$ cat config.mk
export PLATFORM = sky130hd
export DESIGN_NAME = tlul_host_adapter
export DESIGN_NICKNAME = d
export VERILOG_FILES = /design/src/rtl/tulul_pkg.sv /design/src/rtl/tlul_host_adapter_rsp_tracker.sv /design/src/rtl/tlul_host_adapter.sv
export SDC_FILE = /design/constraint.sdc
export NUM_CORES = 1
export LEC_CHECK = 0
export BUFFER_PORTS_ARGS = -buffer_cell sky130_fd_sc_hd__buf_2
export CAP_MARGIN = 20
export CORE_AREA = 10 10 87 89
export DETAILED_ROUTE_END_ITERATION = 10
export DIE_AREA = 0 0 97 99
export PLACE_DENSITY = 0.69
export REMOVE_ABC_BUFFERS = 1
export SYNTH_ARGS = -nofsm -noshare
export SYNTH_HDL_FRONTEND = slang
export SYNTH_HIERARCHICAL = 1
export SYNTH_SLANG_ARGS = --single-unit
export TNS_END_PERCENT = 50
$ cat constraint.sdc
create_clock -name clk_i -period 4.1 [get_ports clk_i]
set_input_delay 0.82 -clock clk_i [delete_from_list [all_inputs] [get_ports clk_i]]
set_output_delay 0.82 -clock clk_i [all_outputs]
set_load 0.01 [all_outputs]
$ cat src/rtl/tulul_pkg.sv
// Shared TL-UL package: bus widths, opcodes, channel structs and the vbits() helper.
package tulul_pkg;

    localparam int TL_AW  = 32;
    localparam int TL_DW  = 32;
    localparam int TL_AIW = 8;
    localparam int TL_DIW = 1;
    localparam int TL_DBW = TL_DW / 8;
    localparam int TL_SZW = $clog2($clog2(TL_DBW) + 1);

    typedef enum logic [2:0] {
        PutFullData    = 3'h0,
        PutPartialData = 3'h1,
        Get            = 3'h4
    } tl_a_m_op;

    typedef enum logic [2:0] {
        AccessAck     = 3'h0,
        AccessAckData = 3'h1
    } tl_d_m_op;

    typedef struct packed {
        logic                a_valid;
        tl_a_m_op            a_opcode;
        logic [2:0]          a_param;
        logic [TL_SZW-1:0]   a_size;
        logic [TL_AIW-1:0]   a_source;
        logic [TL_AW-1:0]    a_address;
        logic [TL_DBW-1:0]   a_mask;
        logic [TL_DW-1:0]    a_data;
        logic                d_ready;
    } tl_h2d_t;

    typedef struct packed {
        logic                d_valid;
        tl_d_m_op            d_opcode;
        logic [2:0]          d_param;
        logic [TL_SZW-1:0]   d_size;
        logic [TL_AIW-1:0]   d_source;
        logic [TL_DIW-1:0]   d_sink;
        logic [TL_DW-1:0]    d_data;
        logic                d_error;
        logic                a_ready;
    } tl_d2h_t;

    // Bits needed to index 'value' entries, never less than one.
    function automatic int unsigned vbits(input int unsigned value);
        return (value <= 1) ? 1 : $clog2(value);
    endfunction

endpackage

$ cat src/rtl/tlul_host_adapter_rsp_tracker.sv
// Per-tag table of in-flight requests and the response opcode each one expects.
// Only instantiated when TLUL_HOST_RSP_CHECK_EN is defined.
module tlul_host_rsp_tracker
    import tulul_pkg::*;
#(
    parameter int unsigned MAX_REQS = 1,
    parameter int unsigned SRC_BASE = 0,
    localparam int unsigned TAG_W   = vbits(MAX_REQS)
) (
    input  logic              clk_i,
    input  logic              rst_ni,
    input  logic              grant_i,
    input  logic [TAG_W-1:0]  grant_tag_i,
    input  logic              grant_get_i,
    input  logic              rsp_i,
    input  logic [TL_AIW-1:0] rsp_source_i,
    input  tl_d_m_op          rsp_opcode_i,
    output logic              bad_o
);

    localparam logic [TL_AIW-1:0] LO_MASK  = TL_AIW'((1 << TAG_W) - 1);
    localparam logic [TL_AIW-1:0] SRC_VEC  = TL_AIW'(SRC_BASE);

    logic [MAX_REQS-1:0] vld_q, vld_d;
    logic [MAX_REQS-1:0] exp_data_q, exp_data_d;
    logic [TAG_W-1:0]    rsp_tag;
    logic                base_ok;
    logic                rsp_is_data;

    assign rsp_tag     = rsp_source_i[TAG_W-1:0];
    assign base_ok     = ((rsp_source_i ^ SRC_VEC) & ~LO_MASK) == '0;
    assign rsp_is_data = (rsp_opcode_i == AccessAckData);

    // A tag beyond MAX_REQS never matches any entry, so it falls out as bad.
    always_comb begin
        bad_o = 1'b1;
        for (int i = 0; i < int'(MAX_REQS); i++) begin
            if (base_ok && rsp_tag == TAG_W'(i) && vld_q[i] && exp_data_q[i] == rsp_is_data)
                bad_o = 1'b0;
        end
    end

    always_comb begin
        vld_d      = vld_q;
        exp_data_d = exp_data_q;
        for (int i = 0; i < int'(MAX_REQS); i++) begin
            if (rsp_i && base_ok && rsp_tag == TAG_W'(i))
                vld_d[i] = 1'b0;
            if (grant_i && grant_tag_i == TAG_W'(i)) begin
                vld_d[i]      = 1'b1;
                exp_data_d[i] = grant_get_i;
            end
        end
    end

    always_ff @(posedge clk_i) begin
        if (!rst_ni) begin
            vld_q      <= '0;
            exp_data_q <= '0;
        end else begin
            vld_q      <= vld_d;
            exp_data_q <= exp_data_d;
        end
    end

endmodule

$ cat src/rtl/tlul_host_adapter.sv
// TL-UL host adapter: core req/gnt port to TL-UL A channel, D channel back to rvalid/rdata/err.
// Optional response source/opcode checking is enabled with TLUL_HOST_RSP_CHECK_EN.
module tlul_host_adapter
    import tulul_pkg::*;
#(
    parameter int unsigned MAX_REQS = 1,
    parameter int unsigned SRC_BASE = 0
) (
    input  logic              clk_i,
    input  logic              rst_ni,
    input  logic              req_i,
    output logic              gnt_o,
    input  logic [TL_AW-1:0]  addr_i,
    input  logic              we_i,
    input  logic [TL_DW-1:0]  wdata_i,
    input  logic [TL_DBW-1:0] be_i,
    output logic              rvalid_o,
    output logic [TL_DW-1:0]  rdata_o,
    output logic              err_o,
    output tl_h2d_t           tl_o,
    input  tl_d2h_t           tl_i
);

    localparam int unsigned TAG_W = vbits(MAX_REQS);
    localparam int unsigned CNT_W = $clog2(MAX_REQS + 1);
    localparam logic [CNT_W-1:0]  CNT_MAX = CNT_W'(MAX_REQS);
    localparam logic [TL_AIW-1:0] SRC_VEC = TL_AIW'(SRC_BASE);

    logic [CNT_W-1:0] cnt_q, cnt_d;
    logic [TAG_W-1:0] tag_q, tag_d;
    logic             a_valid;
    logic             rsp_acc;
    logic             bad_rsp;
    logic             unused_d;

    assign a_valid = req_i & rst_ni & (cnt_q < CNT_MAX);
    assign gnt_o   = a_valid & tl_i.a_ready;
    // Responses with nothing outstanding are drained but never reported.
    assign rsp_acc = rst_ni & tl_i.d_valid & (cnt_q != '0);

    always_comb begin
        tl_o           = '0;
        tl_o.a_valid   = a_valid;
        if (!we_i)
            tl_o.a_opcode = Get;
        else if (&be_i)
            tl_o.a_opcode = PutFullData;
        else
            tl_o.a_opcode = PutPartialData;
        tl_o.a_param   = 3'b000;
        tl_o.a_size    = TL_SZW'($clog2(TL_DBW));
        tl_o.a_source  = SRC_VEC;
        tl_o.a_source[TAG_W-1:0] = tag_q;
        tl_o.a_address = {addr_i[TL_AW-1:2], 2'b00};
        tl_o.a_mask    = we_i ? be_i : '1;
        tl_o.a_data    = we_i ? wdata_i : '0;
        tl_o.d_ready   = 1'b1;
    end

    always_comb begin
        cnt_d = cnt_q;
        tag_d = tag_q;
        case ({gnt_o, rsp_acc})
            2'b10:   cnt_d = cnt_q + CNT_W'(1);
            2'b01:   cnt_d = cnt_q - CNT_W'(1);
            default: cnt_d = cnt_q;
        endcase
        if (gnt_o)
            tag_d = (MAX_REQS == 1) ? '0 : tag_q + TAG_W'(1);
    end

    always_ff @(posedge clk_i) begin
        if (!rst_ni) begin
            cnt_q <= '0;
            tag_q <= '0;
        end else begin
            cnt_q <= cnt_d;
            tag_q <= tag_d;
        end
    end

`ifdef TLUL_HOST_RSP_CHECK_EN
    tlul_host_rsp_tracker #(
        .MAX_REQS (MAX_REQS),
        .SRC_BASE (SRC_BASE)
    ) u_rsp_tracker (
        .clk_i        (clk_i),
        .rst_ni       (rst_ni),
        .grant_i      (gnt_o),
        .grant_tag_i  (tag_q),
        .grant_get_i  (!we_i),
        .rsp_i        (rsp_acc),
        .rsp_source_i (tl_i.d_source),
        .rsp_opcode_i (tl_i.d_opcode),
        .bad_o        (bad_rsp)
    );
`else
    assign bad_rsp = 1'b0;
`endif

    assign rvalid_o = rsp_acc;
    assign rdata_o  = (rsp_acc && tl_i.d_opcode == AccessAckData) ? tl_i.d_data : '0;
    assign err_o    = rsp_acc & (tl_i.d_error | bad_rsp);

    assign unused_d = ^{addr_i[1:0], tl_i.d_param, tl_i.d_size, tl_i.d_source, tl_i.d_sink};

endmodule
==> flow_metrics.py, run 1 <==
metrics = {
    "run_status": {
        "run_status": "finished clean",
    },
    "critical_path": {
        "slowest_delay_ps": 630,
        "cp.arrival_ps": 2110,
        "criticalPathCategory": "input port to primary output",
        "cp.required_ps": 3280,
        "r2r_end": "cnt_q$_SDFFE_PN0P_",
        "startpoint_type": "input port",
        "startpoint": "tl_i[49]",
        "critPathCapture": "rdata_o[13]",
        "r2r-start": "cnt_q$_SDFFE_PN0P_",
        "path_depth": 4,
        "crit_slowest_cell": "nand2b_2",
        "r2r_cells": 5,
        "cp_max_fo": 32,
        "r2r_slack_ps": 2360,
        "path_buf_inv": 2,
        "path_cells": "buf_2 -> nand2b_2 -> nor4_2 -> buf_2",
        "cpMostUsedCell": "buf_2",
        "endpoint_kind": "primary output",
        "critPathTopFamily": "simple AND/OR/NAND/NOR gates",
    },
    "floorplanning": {
        "rows": 28,
        "die_w_um": 97,
        "fp.coreArea_um2": 5851,
        "start_util_pct": 22.50,
        "fp.dieArea_um2": 9603,
        "die_h_um": 99,
        "num_io_pins": 245,
    },
    "final_layout": {
        "reg_top3": "cnt_q x1",
        "final_cell_mix": "buf_2, and2_1, inv_1",
        "layout-drive-gt1-share_pct": 65.48,
        "largest-register": "cnt_q",
        "nFillCells": 634,
        "largest_reg_flops": 1,
        "final_common_cell": "buf_2",
        "nets": 408,
        "area_growth_pct": 36.12,
    },
    "power": {
        "sw_frac_of_total_pct": 53.64,
        "ir_drop_mv": 0.04590,
        "power_frac_seq_pct": 8.3,
        "internal_power_uw": 67.67,
        "p_sw_uw": 78.30,
        "combPwrFrac_pct": 91.7,
        "p_leak_uw": 0.001068,
        "clockPowerShare_pct": 0,
        "p_per_area_nw_per_um2": 81.47,
    },
    "cts": {
        "postCtsSetupBuffers": 0,
        "hold_buffers": 0,
        "clk_pin_slew_ps": 0,
        "cts_resized": 0,
        "clock_latency_ps": 0,
    },
    "route": {
        "drt_wl_total_um": 6713,
        "drc": 0,
        "vias_per_cell": 4.179,
        "routedWlPerCell_um": 18.80,
        "top_layer_used": "met5",
        "drt_iter0_drc": 19,
        "route.met2.wl_um": 2461,
        "via_count": 1492,
        "wl_met3_um": 1489,
        "met1_length_um": 2710,
        "postRouteAntennaNets": 0,
        "first_pass_iters": 4,
    },
    "timing": {
        "fmax_mhz": 341.1,
        "final_max_slew_viol_count": 0,
        "tns_ps": 0,
        "fin_skew_ps": 0,
        "period_minus_slack_ps": 2931,
        "hold_viol": 0,
        "setup_viol_count_final": 0,
        "rsz0062_at_grt": "no",
        "worstMarginPinSlew_ps": 1040,
        "hold_ws_ps": 620.4,
        "maxSlewHeadroom_pct": 30.68,
        "fin_crit_sh_pct": 71.50,
    },
    "run": {
        "cap_violations": 0,
    },
    "grt": {
        "grt_pass1_vias": 1596,
        "antenna_found_initial": 1,
        "globalRouteOverflowTotal": 0,
        "grt.total_usage_pct": 12.33,
        "grt_max_degree": 38,
        "grt_pass1_wl_um": 9570,
    },
    "synthesis": {
        "ys_seq_elements": 1,
        "ys_warn_count": 6,
        "seq_area_frac_synth_pct": 1.521,
        "yosysUniqueCellTypes": 18,
        "syn_avg_cell_area_um2": 7.521,
        "syn_area_um2": 1316,
        "synthCells": 175,
    },
    "placed_design": {
        "portBuffers": 151,
        "dp_hpwl_um": 5964,
        "globalplace.congestion": 0.7350,
    },
    "min_path": {
        "hp-class": "flip-flop to flip-flop",
    },
}
-- worst register-to-register path: stages, from the launching register on --
cell and delay [ps]:
dfxtp_1 370, nand3_4 450, inv_1 260, ha_1 270, xnor2_1 120, and2_1 150
-- logic make-up (layout without fill, tap and decap cells) --
logic type	after synthesis	after routing	share of synthesized area (%)
AOI/OAI and AO/OA	1	1	0.6655
and+or+nand+nor	75	75	52.85
xor gates and xnor gates	1	1	0.6655
adders and majority gates	1	1	0.9504
DFF	1	1	1.521
other	2	18	0.5706
buffers and inverters	94	185	42.78
-- through the flow --
| step | utilization, % | instances | setup slack [ps] | total power (uW) | instance area, um^2 |
|---|---|---|---|---|---|
| 3_3_place_gp | 30.58 | 356 | 1177 | 143.7 | 1789 |
| 3_5_place_dp | 30.58 | 356 | 1149 | 146.8 | 1789 |
| 2_1_floorplan | - | 130 | 999.1 | 71.04 | 937.1 |
| 4_1_cts | 30.58 | 356 | 1155 | 147.2 | 1789 |
| 6_report | 30.62 | 357 | 1169 | 146.0 | 1792 |
| 5_1_grt | 30.58 | 356 | 1021 | 160.2 | 1789 |
-- synthesized netlist by cell type (all sizes together) --
library cell	number	area [um^2]
nand2b	5	31.28
conb	2	7.510
a41oi	1	8.760
and3b	1	10.01
inv	34	127.6
ha	1	12.51
nand3	1	17.52
nor4	32	414.1
buf	57	424.2
xnor2	1	8.760
and2	35	219.0
dfxtp	1	20.02
nand2	1	3.750
clkbuf	3	11.26
-- how the worst min path moves through the flow --
stage | endpoint | from | cells past startpoint
floorplan | cnt_q$_SDFFE_PN0P_ | cnt_q$_SDFFE_PN0P_ | 2
global placement | cnt_q$_SDFFE_PN0P_ | cnt_q$_SDFFE_PN0P_ | 2
detailed placement | cnt_q$_SDFFE_PN0P_ | cnt_q$_SDFFE_PN0P_ | 2
CTS | cnt_q$_SDFFE_PN0P_ | cnt_q$_SDFFE_PN0P_ | 2
global route | cnt_q$_SDFFE_PN0P_ | cnt_q$_SDFFE_PN0P_ | 2
finish | cnt_q$_SDFFE_PN0P_ | cnt_q$_SDFFE_PN0P_ | 2
-- routing by layer --
metal | vias to the layer above | track usage [%]
li1 | 698 | -
met1 | 626 | 14.15
met2 | 164 | 16.10
met3 | 2 | 12.57
met4 | 2 | 0
met5 | - | 5.128
-- power by group through the flow --
stage / registers (uW) / clock network, uW / logic (uW)
after detailed placement: 12.2 / 0 / 135
after global routing: 12.2 / 0 / 148
after global placement: 12.0 / 0 / 132
final: 12.1 / 0.0000326 / 134
after floorplan: 12.0 / 0 / 59.0
after CTS: 12.1 / 0 / 135
-- layout make-up --
class                   count  area (um^2)  area share [%]
repair buffers            151        755.7           42.18
inverters                  34        127.6           7.123
diodes                      1        2.502          0.1397
multi-input cells          95        792.0           44.20
well taps                  75        93.84           5.237
flip-flops and latches      1        20.02           1.117
Note: power is estimated with default switching activity, not from simulation.
==> run 2, diff against run 1 <==
CORE_AREA = 10 10 88 90   (was 10 10 87 89)
DIE_AREA = 0 0 98 100   (was 0 0 97 99)
PLACE_DENSITY = 0.71   (was 0.69)
clock period = 2.5 ns   (was 4.1 ns; I/O delays follow)
==> run 2 against run 1 <==
Effect of this change: die area rose by 2.1%; global-route usage is 0.85 points lower; clock skew is the same; critical path type unchanged.
==> flow_metrics.py, run 2 (synthesis results as in run 1) <==
metrics = {
    "grt": {
        "grt.total_usage_pct": 11.48,
        "globalRouteOverflowTotal": 0,
        "grt_pass1_wl_um": 9163,
        "grt_max_degree": 38,
        "grt_pass1_vias": 1630,
        "antenna_found_initial": 3,
    },
    "timing": {
        "tns_ps": 0,
        "fin_skew_ps": 0,
        "final_max_slew_viol_count": 0,
        "fin_crit_sh_pct": 81.06,
        "fmax_mhz": 493.5,
        "setup_viol_count_final": 0,
        "maxSlewHeadroom_pct": 39.08,
        "worstMarginPinSlew_ps": 913.8,
        "period_minus_slack_ps": 2027,
        "hold_ws_ps": 636.1,
        "setup_ws_ps": 473.5,
        "rsz0062_at_grt": "no",
        "hold_viol": 0,
    },
    "placed_design": {
        "dpl_cell_area_um2": 1819,
        "globalplace.congestion": 0.7383,
        "preCtsSetupSlack_ps": 456.7,
        "portBuffers": 151,
        "dp_hpwl_um": 5685,
    },
    "final_layout": {
        "multi_input_area_um2": 792.0,
        "final_cell_mix": "buf_2, and2_1, inv_1",
        "largest_reg_flops": 1,
        "area_growth_pct": 38.78,
        "largest-register": "cnt_q",
        "layout-drive-gt1-share_pct": 65.72,
        "seq_area_um2": 20.02,
        "final_cell_area_um2": 1827,
        "reg_top3": "cnt_q x1",
        "final_common_cell": "buf_2",
        "nFillCells": 667,
        "final_util_pct": 29.79,
        "nets": 410,
    },
    "cts": {
        "clk_pin_slew_ps": 0,
        "cts_resized": 0,
        "clock_latency_ps": 0,
        "hold_buffers": 0,
        "postCtsSetupBuffers": 0,
    },
    "floorplanning": {
        "num_io_pins": 245,
        "start_util_pct": 21.47,
        "fp.dieArea_um2": 9800,
        "rows": 29,
        "die_h_um": 100,
        "fp.coreArea_um2": 6132,
        "die_w_um": 98,
    },
    "power": {
        "ir_drop_mv": 0.06631,
        "p_per_area_nw_per_um2": 131.4,
        "p_leak_uw": 0.001083,
    },
    "critical_path": {
        "slowest_delay_ps": 690,
        "r2r_cells": 5,
        "critPathTopFamily": "buffers and inverters",
        "cp.arrival_ps": 1530,
        "endpoint_kind": "primary output",
        "path_buf_inv": 2,
        "cpMostUsedCell": "buf_2",
        "path_cells": "buf_2 -> nor4_1 -> buf_2",
        "cp_max_fo": 32,
        "criticalPathCategory": "input port to primary output",
        "crit_slowest_cell": "buf_2",
        "cp.required_ps": 2000,
        "startpoint_type": "input port",
        "path_depth": 3,
    },
    "route": {
        "drt_iter0_drc": 44,
        "routedWlPerCell_um": 17.32,
        "drc": 0,
        "vias_per_cell": 4.085,
        "first_pass_iters": 3,
        "drt_wl_total_um": 6286,
        "postRouteAntennaNets": 0,
        "via_count": 1483,
    },
    "min_path": {
        "hp-class": "flip-flop to flip-flop",
        "whs_path_depth": 2,
    },
    "run_status": {
        "run_status": "finished clean",
    },
    "run": {
        "cap_violations": 0,
    },
}
-- run 2: cell types whose count changed in the layout (fill, tap and decap cells not counted), sizes merged --
| cell | previous run | this run |
|---|---|---|
| buf | 151 | 153 |
| diode | 1 | 3 |
-- run 2: area by class of cell --
class,count,share of cell area (%)
Sequential cell,1,1.096
Inverter,34,6.986
Tap cell,77,5.274
Timing Repair Buffer,153,42.88
Antenna cell,3,0.4110
Multi-Input combinational cell,95,43.36
-- run 2: metal layers --
metal	up-vias	wire, um	track usage (%)
li1	704	-	-
met1	619	2304	11.64
met2	154	2444	16.29
met3	4	1471	12.43
met4	2	19	0.3356
met5	-	46	4.615
-- run 2: per-stage QoR --
| stage | power [uW] | cells |
|---|---|---|
| 3_5_place_dp | 241.4 | 360 |
| 5_1_grt | 265.4 | 361 |
| 4_1_cts | 242.2 | 360 |
| 2_1_floorplan | 116.5 | 130 |
| 6_report | 240.0 | 363 |
| 3_3_place_gp | 235.4 | 360 |
-- run 2: worst reg2reg max path, cell delays in order, from the launching register on --
cell and delay, ps:
dfxtp_1 370, nand3_4 190, inv_1 140, ha_1 240, xnor2_1 130, and2_1 150
-- run 2: power by group --
group / switching, uW / internal (uW)
sequential: 1.99 / 17.9
combinational: 124 / 95.8
clock: 0 / 0.000161
total: 126 / 114
-- run 2: final timing paths --
path / start / end / slack, ps
worst max-delay path: tl_i[50] / rdata_o[27] / 470
worst min register to register: cnt_q$_SDFFE_PN0P_ / cnt_q$_SDFFE_PN0P_ / 640
worst max register to register: cnt_q$_SDFFE_PN0P_ / cnt_q$_SDFFE_PN0P_ / 1160
worst min-delay path: cnt_q$_SDFFE_PN0P_ / cnt_q$_SDFFE_PN0P_ / 640
==> run 3, diff against run 2 <==
PLACE_DENSITY = 0.68   (was 0.71)
clock period = 2 ns   (was 2.5 ns; I/O delays follow)
==> run 3 against run 2 <==
Effect of this change: clock skew unchanged; critical path depth unchanged; routed wire length decreased by 3.3%; global-route usage decreased by 0.90 points; cell count decreased by 0.28%; via count decreased by 3.8%; register-to-register slack got worse by 570 ps; core utilization increased by 0.12 points; worst setup slack got worse by 290 ps; total power increased by 26%; sequential power increased by 26%.
==> flow_metrics.py, run 3 (synthesis results as in run 1) <==
metrics = {
    "final_layout": {
        "final_cell_area_um2": 1834,
        "nets": 412,
        "diodes": 0,
        "multi_input_area_um2": 792.0,
        "largest_reg_flops": 1,
        "layout-drive-gt1-share_pct": 65.96,
        "stdcell_count": 362,
        "area_growth_pct": 39.35,
        "nFillCells": 672,
        "largest-register": "cnt_q",
        "reg_top3": "cnt_q x1",
        "final_cell_mix": "buf_2, and2_1, inv_1",
        "final_common_cell": "buf_2",
        "seq_area_um2": 20.02,
    },
    "timing": {
        "fmax_mhz": 549.8,
        "fin_skew_ps": 0,
        "hold_ws_ps": 623.0,
        "period_minus_slack_ps": 1819,
        "maxSlewHeadroom_pct": 39.77,
        "final_max_slew_viol_count": 0,
        "worstMarginPinSlew_ps": 903.4,
        "hold_viol": 0,
        "rsz0062_at_grt": "no",
        "fin_crit_sh_pct": 90.95,
        "setup_viol_count_final": 0,
    },
    "floorplanning": {
        "die_w_um": 98,
        "num_io_pins": 245,
        "fp.coreArea_um2": 6132,
        "fp.dieArea_um2": 9800,
        "die_h_um": 100,
        "start_util_pct": 21.47,
        "rows": 29,
    },
    "cts": {
        "hold_buffers": 0,
        "clk_pin_slew_ps": 0,
        "clock_latency_ps": 0,
        "postCtsSetupBuffers": 0,
        "cts_resized": 0,
    },
    "placed_design": {
        "dpl_cell_area_um2": 1834,
        "globalplace.congestion": 0.7387,
        "dp_hpwl_um": 5448,
        "dp.cells": 362,
        "portBuffers": 151,
    },
    "critical_path": {
        "cp.required_ps": 1600,
        "cp_max_fo": 32,
        "path_cells": "buf_2 -> nor4_1 -> buf_2",
        "endpoint_kind": "primary output",
        "cpMostUsedCell": "buf_2",
        "crit_slowest_cell": "buf_2",
        "criticalPathCategory": "input port to primary output",
        "startpoint_type": "input port",
        "cp.arrival_ps": 1420,
        "slowest_delay_ps": 680,
        "r2r_slack_ps": 590,
    },
    "route": {
        "postRouteAntennaNets": 0,
        "via_count": 1427,
        "drt_iter0_drc": 19,
        "drc": 0,
        "first_pass_iters": 4,
        "routedWlPerCell_um": 16.78,
        "drt_wl_total_um": 6076,
        "vias_per_cell": 3.942,
    },
    "min_path": {
        "hp-class": "flip-flop to flip-flop",
    },
    "run_status": {
        "run_status": "finished clean",
    },
    "power": {
        "p_per_area_nw_per_um2": 164.6,
        "p_leak_uw": 0.001093,
        "ir_drop_mv": 0.08697,
    },
    "grt": {
        "grt_max_degree": 36,
        "antenna_found_initial": 0,
        "grt.total_usage_pct": 10.58,
        "grt_pass1_wl_um": 8493,
        "globalRouteOverflowTotal": 0,
        "grt_pass1_vias": 1499,
    },
    "run": {
        "cap_violations": 0,
    },
}
==> run 3: final cells by class <==
type | count | share of cell area, %
inverters | 34 | 6.958
multi-input cells | 95 | 43.18
repair buffers | 155 | 43.52
well taps | 77 | 5.252
flip-flops and latches | 1 | 1.091
==> run 3: per-stage QoR <==
stage | total power [uW] | utilization (%) | TNS [ps] | setup WS [ps]
after floorplan | 145.6 | - | -4311 | -260.9
after global placement | 298.2 | 29.91 | 0 | 211.1
after detailed placement | 303.9 | 29.91 | 0 | 174.9
after CTS | 304.5 | 29.91 | 0 | 168.8
after global routing | 331.0 | 29.91 | 0 | 84.88
final | 301.9 | 29.91 | 0 | 181.0
==> run 3: routing by layer <==
layer	track usage (%)	routed length (um)	part of all wire [%]
met5	6.154	38	0.63
met4	0	2	0.033
met3	12.43	1448	24
met2	14.62	2442	40
met1	10.45	2144	35
==> run 3: critical path: cells and delay by family <==
family | cells | cell delay [ps]
simple gates | 1 | 140
buf+inv | 2 | 860
==> run 3: worst paths after layout <==
check / start / end / depth (start not counted)
max: tl_i[50] / rdata_o[27] / 3
min reg2reg: cnt_q$_SDFFE_PN0P_ / cnt_q$_SDFFE_PN0P_ / 2
min: cnt_q$_SDFFE_PN0P_ / cnt_q$_SDFFE_PN0P_ / 2
max reg2reg: cnt_q$_SDFFE_PN0P_ / cnt_q$_SDFFE_PN0P_ / 6
==> run 3: where the power goes <==
part | internal (uW) | switching, uW
logic | 122 | 155
registers | 22.4 | 2.59
clock network | 0 | 0
total | 145 | 157
